$ cat src/rtl/bip_pkg.sv
// Shared definitions for the BIP processor: opcode values, accumulator-source
// select encodings and control FSM states. Used by bip_control, bip_decoder
// and the datapath.
package bip_pkg;

  localparam int unsigned OPC_W = 5;

  localparam logic [OPC_W-1:0] OP_HLT  = 5'b00000;
  localparam logic [OPC_W-1:0] OP_STO  = 5'b00001;
  localparam logic [OPC_W-1:0] OP_LD   = 5'b00010;
  localparam logic [OPC_W-1:0] OP_LDI  = 5'b00011;
  localparam logic [OPC_W-1:0] OP_ADD  = 5'b00100;
  localparam logic [OPC_W-1:0] OP_ADDI = 5'b00101;
  localparam logic [OPC_W-1:0] OP_SUB  = 5'b00110;
  localparam logic [OPC_W-1:0] OP_SUBI = 5'b00111;

  // Accumulator source: data memory, instruction operand, ALU result
  localparam logic [1:0] SELA_DATA = 2'b00;
  localparam logic [1:0] SELA_OPER = 2'b01;
  localparam logic [1:0] SELA_ALU  = 2'b10;

  typedef enum logic [1:0] {
    ST_IDLE  = 2'b00,
    ST_FETCH = 2'b01,
    ST_EXEC  = 2'b10,
    ST_HALT  = 2'b11
  } bip_state_t;

endpackage

$ cat src/rtl/bip_decoder.sv
// Combinational opcode decoder for the BIP datapath controls.
// Ports:
//   i_opcode  instruction opcode
//   o_selA    accumulator source select
//   o_selB    ALU operand select (1 = immediate operand)
//   o_wrAcc   accumulator write enable
//   o_wrRam   data-memory write enable
//   o_rdRam   data-memory read enable
// Unassigned opcodes decode to NOP (all enables low).
module bip_decoder
  import bip_pkg::*;
#(
  parameter int NB_OPCODE        = 5,
  parameter int NB_DECODER_SEL_A = 2
) (
  input  logic [NB_OPCODE-1:0]        i_opcode,
  output logic [NB_DECODER_SEL_A-1:0] o_selA,
  output logic                        o_selB,
  output logic                        o_wrAcc,
  output logic                        o_wrRam,
  output logic                        o_rdRam
);

  always_comb begin
    o_selA  = '0;
    o_selB  = 1'b0;
    o_wrAcc = 1'b0;
    o_wrRam = 1'b0;
    o_rdRam = 1'b0;
    case (i_opcode)
      OP_STO: o_wrRam = 1'b1;
      OP_LD: begin
        o_selA  = SELA_DATA;
        o_wrAcc = 1'b1;
        o_rdRam = 1'b1;
      end
      OP_LDI: begin
        o_selA  = SELA_OPER;
        o_wrAcc = 1'b1;
      end
      OP_ADD, OP_SUB: begin
        o_selA  = SELA_ALU;
        o_wrAcc = 1'b1;
        o_rdRam = 1'b1;
      end
      OP_ADDI, OP_SUBI: begin
        o_selA  = SELA_ALU;
        o_selB  = 1'b1;
        o_wrAcc = 1'b1;
      end
      default: ;
    endcase
  end

endmodule

$ cat src/rtl/bip_control.sv
// BIP control unit: FETCH/EXEC sequencing, program counter and run-cycle
// counter. Program memory has a one-cycle synchronous read, so the word
// addressed during FETCH is decoded in the following EXEC cycle.
// Ports:
//   i_clk        clock (rising edge)
//   i_rst        synchronous active-low reset
//   i_start      run request, sampled in IDLE and HALT only
//   i_instr      program-memory read data {opcode, operand}
//   o_pc         program-memory address
//   o_selA/o_selB/o_wrAcc/o_op/o_operando/o_wrRam/o_rdRam
//                datapath controls, non-zero only in EXEC
//   o_done       high while halted
//   o_clk_count  cycles spent in FETCH/EXEC
module bip_control
  import bip_pkg::*;
#(
  parameter int NB_OPCODE        = 5,
  parameter int NB_OPERANDO      = 11,
  parameter int NB_INSTR         = 16,
  parameter int NB_PC            = 11,
  parameter int NB_COUNT         = 32,
  parameter int NB_DECODER_SEL_A = 2
) (
  input  logic                        i_clk,
  input  logic                        i_rst,
  input  logic                        i_start,
  input  logic [NB_INSTR-1:0]         i_instr,
  output logic [NB_PC-1:0]            o_pc,
  output logic [NB_DECODER_SEL_A-1:0] o_selA,
  output logic                        o_selB,
  output logic                        o_wrAcc,
  output logic [NB_OPCODE-1:0]        o_op,
  output logic [NB_OPERANDO-1:0]      o_operando,
  output logic                        o_wrRam,
  output logic                        o_rdRam,
  output logic                        o_done,
  output logic [NB_COUNT-1:0]         o_clk_count
);

  bip_state_t r_state;
  bip_state_t w_next;
  logic [NB_PC-1:0]    r_pc;
  logic [NB_COUNT-1:0] r_count;

  logic [NB_OPCODE-1:0]        w_opcode;
  logic [NB_DECODER_SEL_A-1:0] w_selA;
  logic                        w_selB;
  logic                        w_wrAcc;
  logic                        w_wrRam;
  logic                        w_rdRam;

  assign w_opcode = i_instr[NB_INSTR-1 -: NB_OPCODE];

  bip_decoder #(
    .NB_OPCODE       (NB_OPCODE),
    .NB_DECODER_SEL_A(NB_DECODER_SEL_A)
  ) u_decoder (
    .i_opcode(w_opcode),
    .o_selA  (w_selA),
    .o_selB  (w_selB),
    .o_wrAcc (w_wrAcc),
    .o_wrRam (w_wrRam),
    .o_rdRam (w_rdRam)
  );

  always_ff @(posedge i_clk) begin
    if (!i_rst) begin
      r_state <= ST_IDLE;
      r_pc    <= '0;
      r_count <= '0;
    end else begin
      r_state <= w_next;
      case (r_state)
        ST_FETCH: r_count <= r_count + NB_COUNT'(1);
        ST_EXEC: begin
          r_count <= r_count + NB_COUNT'(1);
          // HLT leaves the PC on the halting instruction
          if (w_opcode != OP_HLT) r_pc <= r_pc + NB_PC'(1);
        end
        ST_HALT: begin
          if (i_start) begin
            r_pc    <= '0;
            r_count <= '0;
          end
        end
        default: ;
      endcase
    end
  end

  always_comb begin
    w_next = r_state;
    case (r_state)
      ST_IDLE:  if (i_start) w_next = ST_FETCH;
      ST_FETCH: w_next = ST_EXEC;
      ST_EXEC:  w_next = (w_opcode == OP_HLT) ? ST_HALT : ST_FETCH;
      ST_HALT:  if (i_start) w_next = ST_FETCH;
      default:  w_next = ST_IDLE;
    endcase
  end

  always_comb begin
    o_selA     = '0;
    o_selB     = 1'b0;
    o_wrAcc    = 1'b0;
    o_op       = '0;
    o_operando = '0;
    o_wrRam    = 1'b0;
    o_rdRam    = 1'b0;
    if (r_state == ST_EXEC) begin
      o_selA     = w_selA;
      o_selB     = w_selB;
      o_wrAcc    = w_wrAcc;
      o_op       = w_opcode;
      o_operando = i_instr[NB_OPERANDO-1:0];
      o_wrRam    = w_wrRam;
      o_rdRam    = w_rdRam;
    end
  end

  assign o_done      = (r_state == ST_HALT);
  assign o_pc        = r_pc;
  assign o_clk_count = r_count;

endmodule
$ cat config.mk
export PLATFORM = sky130hd
export DESIGN_NAME = bip_control
export DESIGN_NICKNAME = d
export VERILOG_FILES = /design/src/rtl/bip_pkg.sv /design/src/rtl/bip_decoder.sv /design/src/rtl/bip_control.sv
export SDC_FILE = /design/constraint.sdc
export NUM_CORES = 1
export LEC_CHECK = 0
export CORE_MARGIN = 2
export CORE_UTILIZATION = 30
export DETAILED_ROUTE_END_ITERATION = 7
export PLACE_DENSITY = 0.57
export SKIP_CTS_REPAIR_TIMING = 1
export SYNTH_ARGS = -nofsm -noshare
export SYNTH_HDL_FRONTEND = slang
export SYNTH_SLANG_ARGS = --single-unit
$ cat constraint.sdc
create_clock -name i_clk -period 3.5 [get_ports i_clk]
set_input_delay 0.525 -clock i_clk [delete_from_list [all_inputs] [get_ports i_clk]]
set_output_delay 0.525 -clock i_clk [all_outputs]
set_load 0.03 [all_outputs]
==> flow_metrics.env <==
export IMPL_outcome="completed"
export IMPL_power_combinational_fraction_pct=34.6
export IMPL_num_io_pins=85
export IMPL_data_arrival_time_of_the_worst_path_ns=2.40
export IMPL_clockPowerShare_pct=26.6
export IMPL_setup_ws_ns=0.5701
export IMPL_setup_worst_path_start_class="flip-flop"
export IMPL_worst_hold_path_endpoint="o_clk_count[31]"
export IMPL_power_internal_mw=0.9750
export IMPL_timing_max_slew_rel_slack_pct=18.44
export IMPL_min_delay_path_class="reg -> reg"
export IMPL_clock_tree_from_tritoncts="built"
export IMPL_first_global_vias=2052
export IMPL_swShare_pct=34.25
export IMPL_fin_worst_skew_ns=0.01102
export IMPL_netSwitchingPower_mw=0.5080
export IMPL_initial_core_util_pct=31.19
export IMPL_floorplan_rows=31
export IMPL_global_route_wire_length_before_repair_mm=9.432
export IMPL_die_width_um=91.08
export IMPL_setup_viol_count_final=0
export IMPL_cellLeakagePower_nw=1.236
export IMPL_mostFrequentLayoutCells="84 x sky130_fd_sc_hd__clkdlybuf4s50_1, 45 x sky130_fd_sc_hd__dfxtp_1, 38 x sky130_fd_sc_hd__nor2_1"
export IMPL_dp_final_hpwl_mm=4.177
export IMPL_rsz_0062_raised_after_global_routing="false"
export IMPL_seqPwrFrac_pct=38.8
export IMPL_post_route_drc_count=0
export IMPL_ys_dominant_reg_cell="sky130_fd_sc_hd__dfxtp_1"
export IMPL_track_usage_pct=13.57
export IMPL_critical_path_reg2reg_startpoint="r_state[0]"
export IMPL_synthDistinctLibCells=32
export IMPL_netlist_instances=268
export IMPL_layout_commonest_cell="sky130_fd_sc_hd__clkdlybuf4s50_1"
export IMPL_critical_path_class="reg -> out"
export IMPL_cts_max_path_buffers=2
export IMPL_routed_wirelength_mm=5.724
export IMPL_pre_cts_slack_ns=0.6606
export IMPL_synth_fp_nets=293
export IMPL_holdCritStartpoint="o_clk_count[31]"
export IMPL_r2r_worst_path_cells=8
export IMPL_synth_seq_area_share_pct=39.60
export IMPL_cp_data_required_time_ns=2.97
export IMPL_timing_max_transition_violations_final=0
export IMPL_hold_path_depth=2
export IMPL_cap_viol_max_count=0
export IMPL_asyncSetResetFlopFracSynth_pct=0
export IMPL_gp_congestion=0.7571
export IMPL_grt_antenna_before_repair=0
export IMPL_final_worst_path_period_share_pct=83.71
export IMPL_die_y_um=91.08
export IMPL_fraction_of_final_layout_cells_sized_beyond_drive_strength_1_pct=5.618
export IMPL_synth_avg_cell_area_um2=8.488
export IMPL_flow_area_growth_from_synthesis_pct=47.36
export IMPL_tns_ns=0
export IMPL_clock_insertion_delay_worst_skew_ns=0.29
export IMPL_detailedRoute_firstPassIterationCount=4
export IMPL_r2r_slack_ns=0.98
export IMPL_r2r_end="o_pc[9]"
export IMPL_yosysWarnings=0
export IMPL_clk_root_buffer_cell="sky130_fd_sc_hd__clkbuf_8"
export IMPL_dr_total_vias=2185
export IMPL_timing_worst_slew_pin_value_ns=1.211
export IMPL_fp_coreArea_mm2=0.007292
export IMPL_cts_htree_levels=2
export IMPL_synth_edf_count=0
export IMPL_buffer_ports_inserted=84
export IMPL_drt_wirelength_per_cell_um=12.58
export IMPL_crit_path_max_fanout=19
export IMPL_detail_route_vias_per_cell=4.802
export IMPL_worst_setup_hold_path_clk_slew_ns=0.08
export IMPL_layout_min_cycle_time_ns=2.930
export IMPL_grt_overflow_total=0
export IMPL_cts_sink_count=45
export IMPL_finalHoldViolations=0
export IMPL_dieArea_mm2=0.008295
export IMPL_timing_fmax_mhz=341.3
export IMPL_tritoncts_num_buffers=5
export IMPL_synth_ff_latch_count=45
export IMPL_final_instance_area_mm2=0.003352
export IMPL_antenna_cells_inserted=0
export IMPL_grt_start_max_net_pins=30
export IMPL_finish_net_count=380
export IMPL_power_density_mw_per_mm2=442.4
export IMPL_mappedNetlistArea_mm2=0.002275
export IMPL_drt_iter0_markers=53
export IMPL_ir_worst_vdd_mv=0.2275
export IMPL_post_route_antenna_net_violation_count=0
export IMPL_place_area_mm2=0.003241
export IMPL_crit_path_end_kind="output pin"
## cell usage after synthesis, types with 6 or more instances
master	number	area share (%)
sky130_fd_sc_hd__a21oi_1	8	1.8
sky130_fd_sc_hd__and2_1	21	5.8
sky130_fd_sc_hd__xor2_1	25	9.6
sky130_fd_sc_hd__nand4_1	14	3.9
sky130_fd_sc_hd__dfxtp_1	45	40
sky130_fd_sc_hd__xnor2_1	7	2.7
sky130_fd_sc_hd__nand2_1	18	3.0
sky130_fd_sc_hd__and3_1	9	2.5
sky130_fd_sc_hd__ha_1	6	3.3
sky130_fd_sc_hd__o21ai_0	11	2.4
sky130_fd_sc_hd__nor2_1	38	6.3
sky130_fd_sc_hd__or3_1	7	1.9
sky130_fd_sc_hd__nand3_1	15	3.3
## power groups by stage
stage / combinational (mW) / clock [mW] / sequential (mW)
2_1_floorplan: 0.289 / 0 / 0.615
3_3_place_gp: 0.518 / 0 / 0.586
3_5_place_dp: 0.518 / 0 / 0.587
4_1_cts: 0.520 / 0.414 / 0.576
5_1_grt: 0.562 / 0.434 / 0.581
6_report: 0.513 / 0.394 / 0.575
## cell families after synthesis
group                    after synthesis  synth area share, %
XOR/XNOR                              32                12.32
flip-flops                            45                39.60
buffers and inverters                 13                2.420
AO/OA/AOI/OAI                         26                6.821
AND/OR/NAND/NOR                      143                34.21
adder cells (fa/ha/maj)                6                3.300
multiplexers                           3                1.320
## area by class of cell
class	count	area, um2
Multi-Input combinational cell	210	1323
Timing Repair Buffer	89	878.3
Clock buffer	6	72.57
Inverter	4	15.01
Tap cell	99	123.9
Fill cell	759	3940
Clock inverter	2	38.79
Sequential cell	45	900.9
## state kept, by name, summed over array words and instances (netlist names)
name and count:
o_clk_count 32, r_state 2, o_pc 11
## through the flow
stage | hold WS [ns] | power (mW) | std cells | util [%]
6_report | 0.4899 | 1.483 | 455 | 45.97
5_1_grt | 0.5205 | 1.577 | 455 | 45.97
3_5_place_dp | 0.4825 | 1.104 | 447 | 44.44
2_1_floorplan | 0.5376 | 0.9041 | 268 | -
4_1_cts | 0.4954 | 1.510 | 455 | 45.97
3_3_place_gp | 0.4705 | 1.104 | 447 | 44.44
## routing by layer
metal / track usage, % / wire (um)
met5: 0 / 0
met4: 3.409 / 38
met3: 6.058 / 534
met2: 21.48 / 2456
met1: 16.83 / 2694
## worst max path at each step
stage,slack (ns),cells past startpoint,startpoint,endpoint
finish,0.57,8,r_state[0],o_selA[0]
global route,0.38,8,r_state[0],o_selA[0]
CTS,0.52,8,r_state[0],o_selA[0]
detailed placement,0.66,6,i_instr[15],o_selA[0]
global placement,0.73,6,i_instr[15],o_selA[0]
floorplan,0.94,5,r_state[0],o_rdRam
## worst max-delay path: stages (launching register included)
cell,delay [ns]
sky130_fd_sc_hd__dfxtp_1,0.35
sky130_fd_sc_hd__inv_1,0.09
sky130_fd_sc_hd__ha_1,0.14
sky130_fd_sc_hd__buf_4,0.18
sky130_fd_sc_hd__nor3b_1,0.23
sky130_fd_sc_hd__buf_4,0.19
sky130_fd_sc_hd__nand2_1,0.07
sky130_fd_sc_hd__nor3b_1,0.18
sky130_fd_sc_hd__clkdlybuf4s50_1,0.70
(Power assumes the default switching activity.)
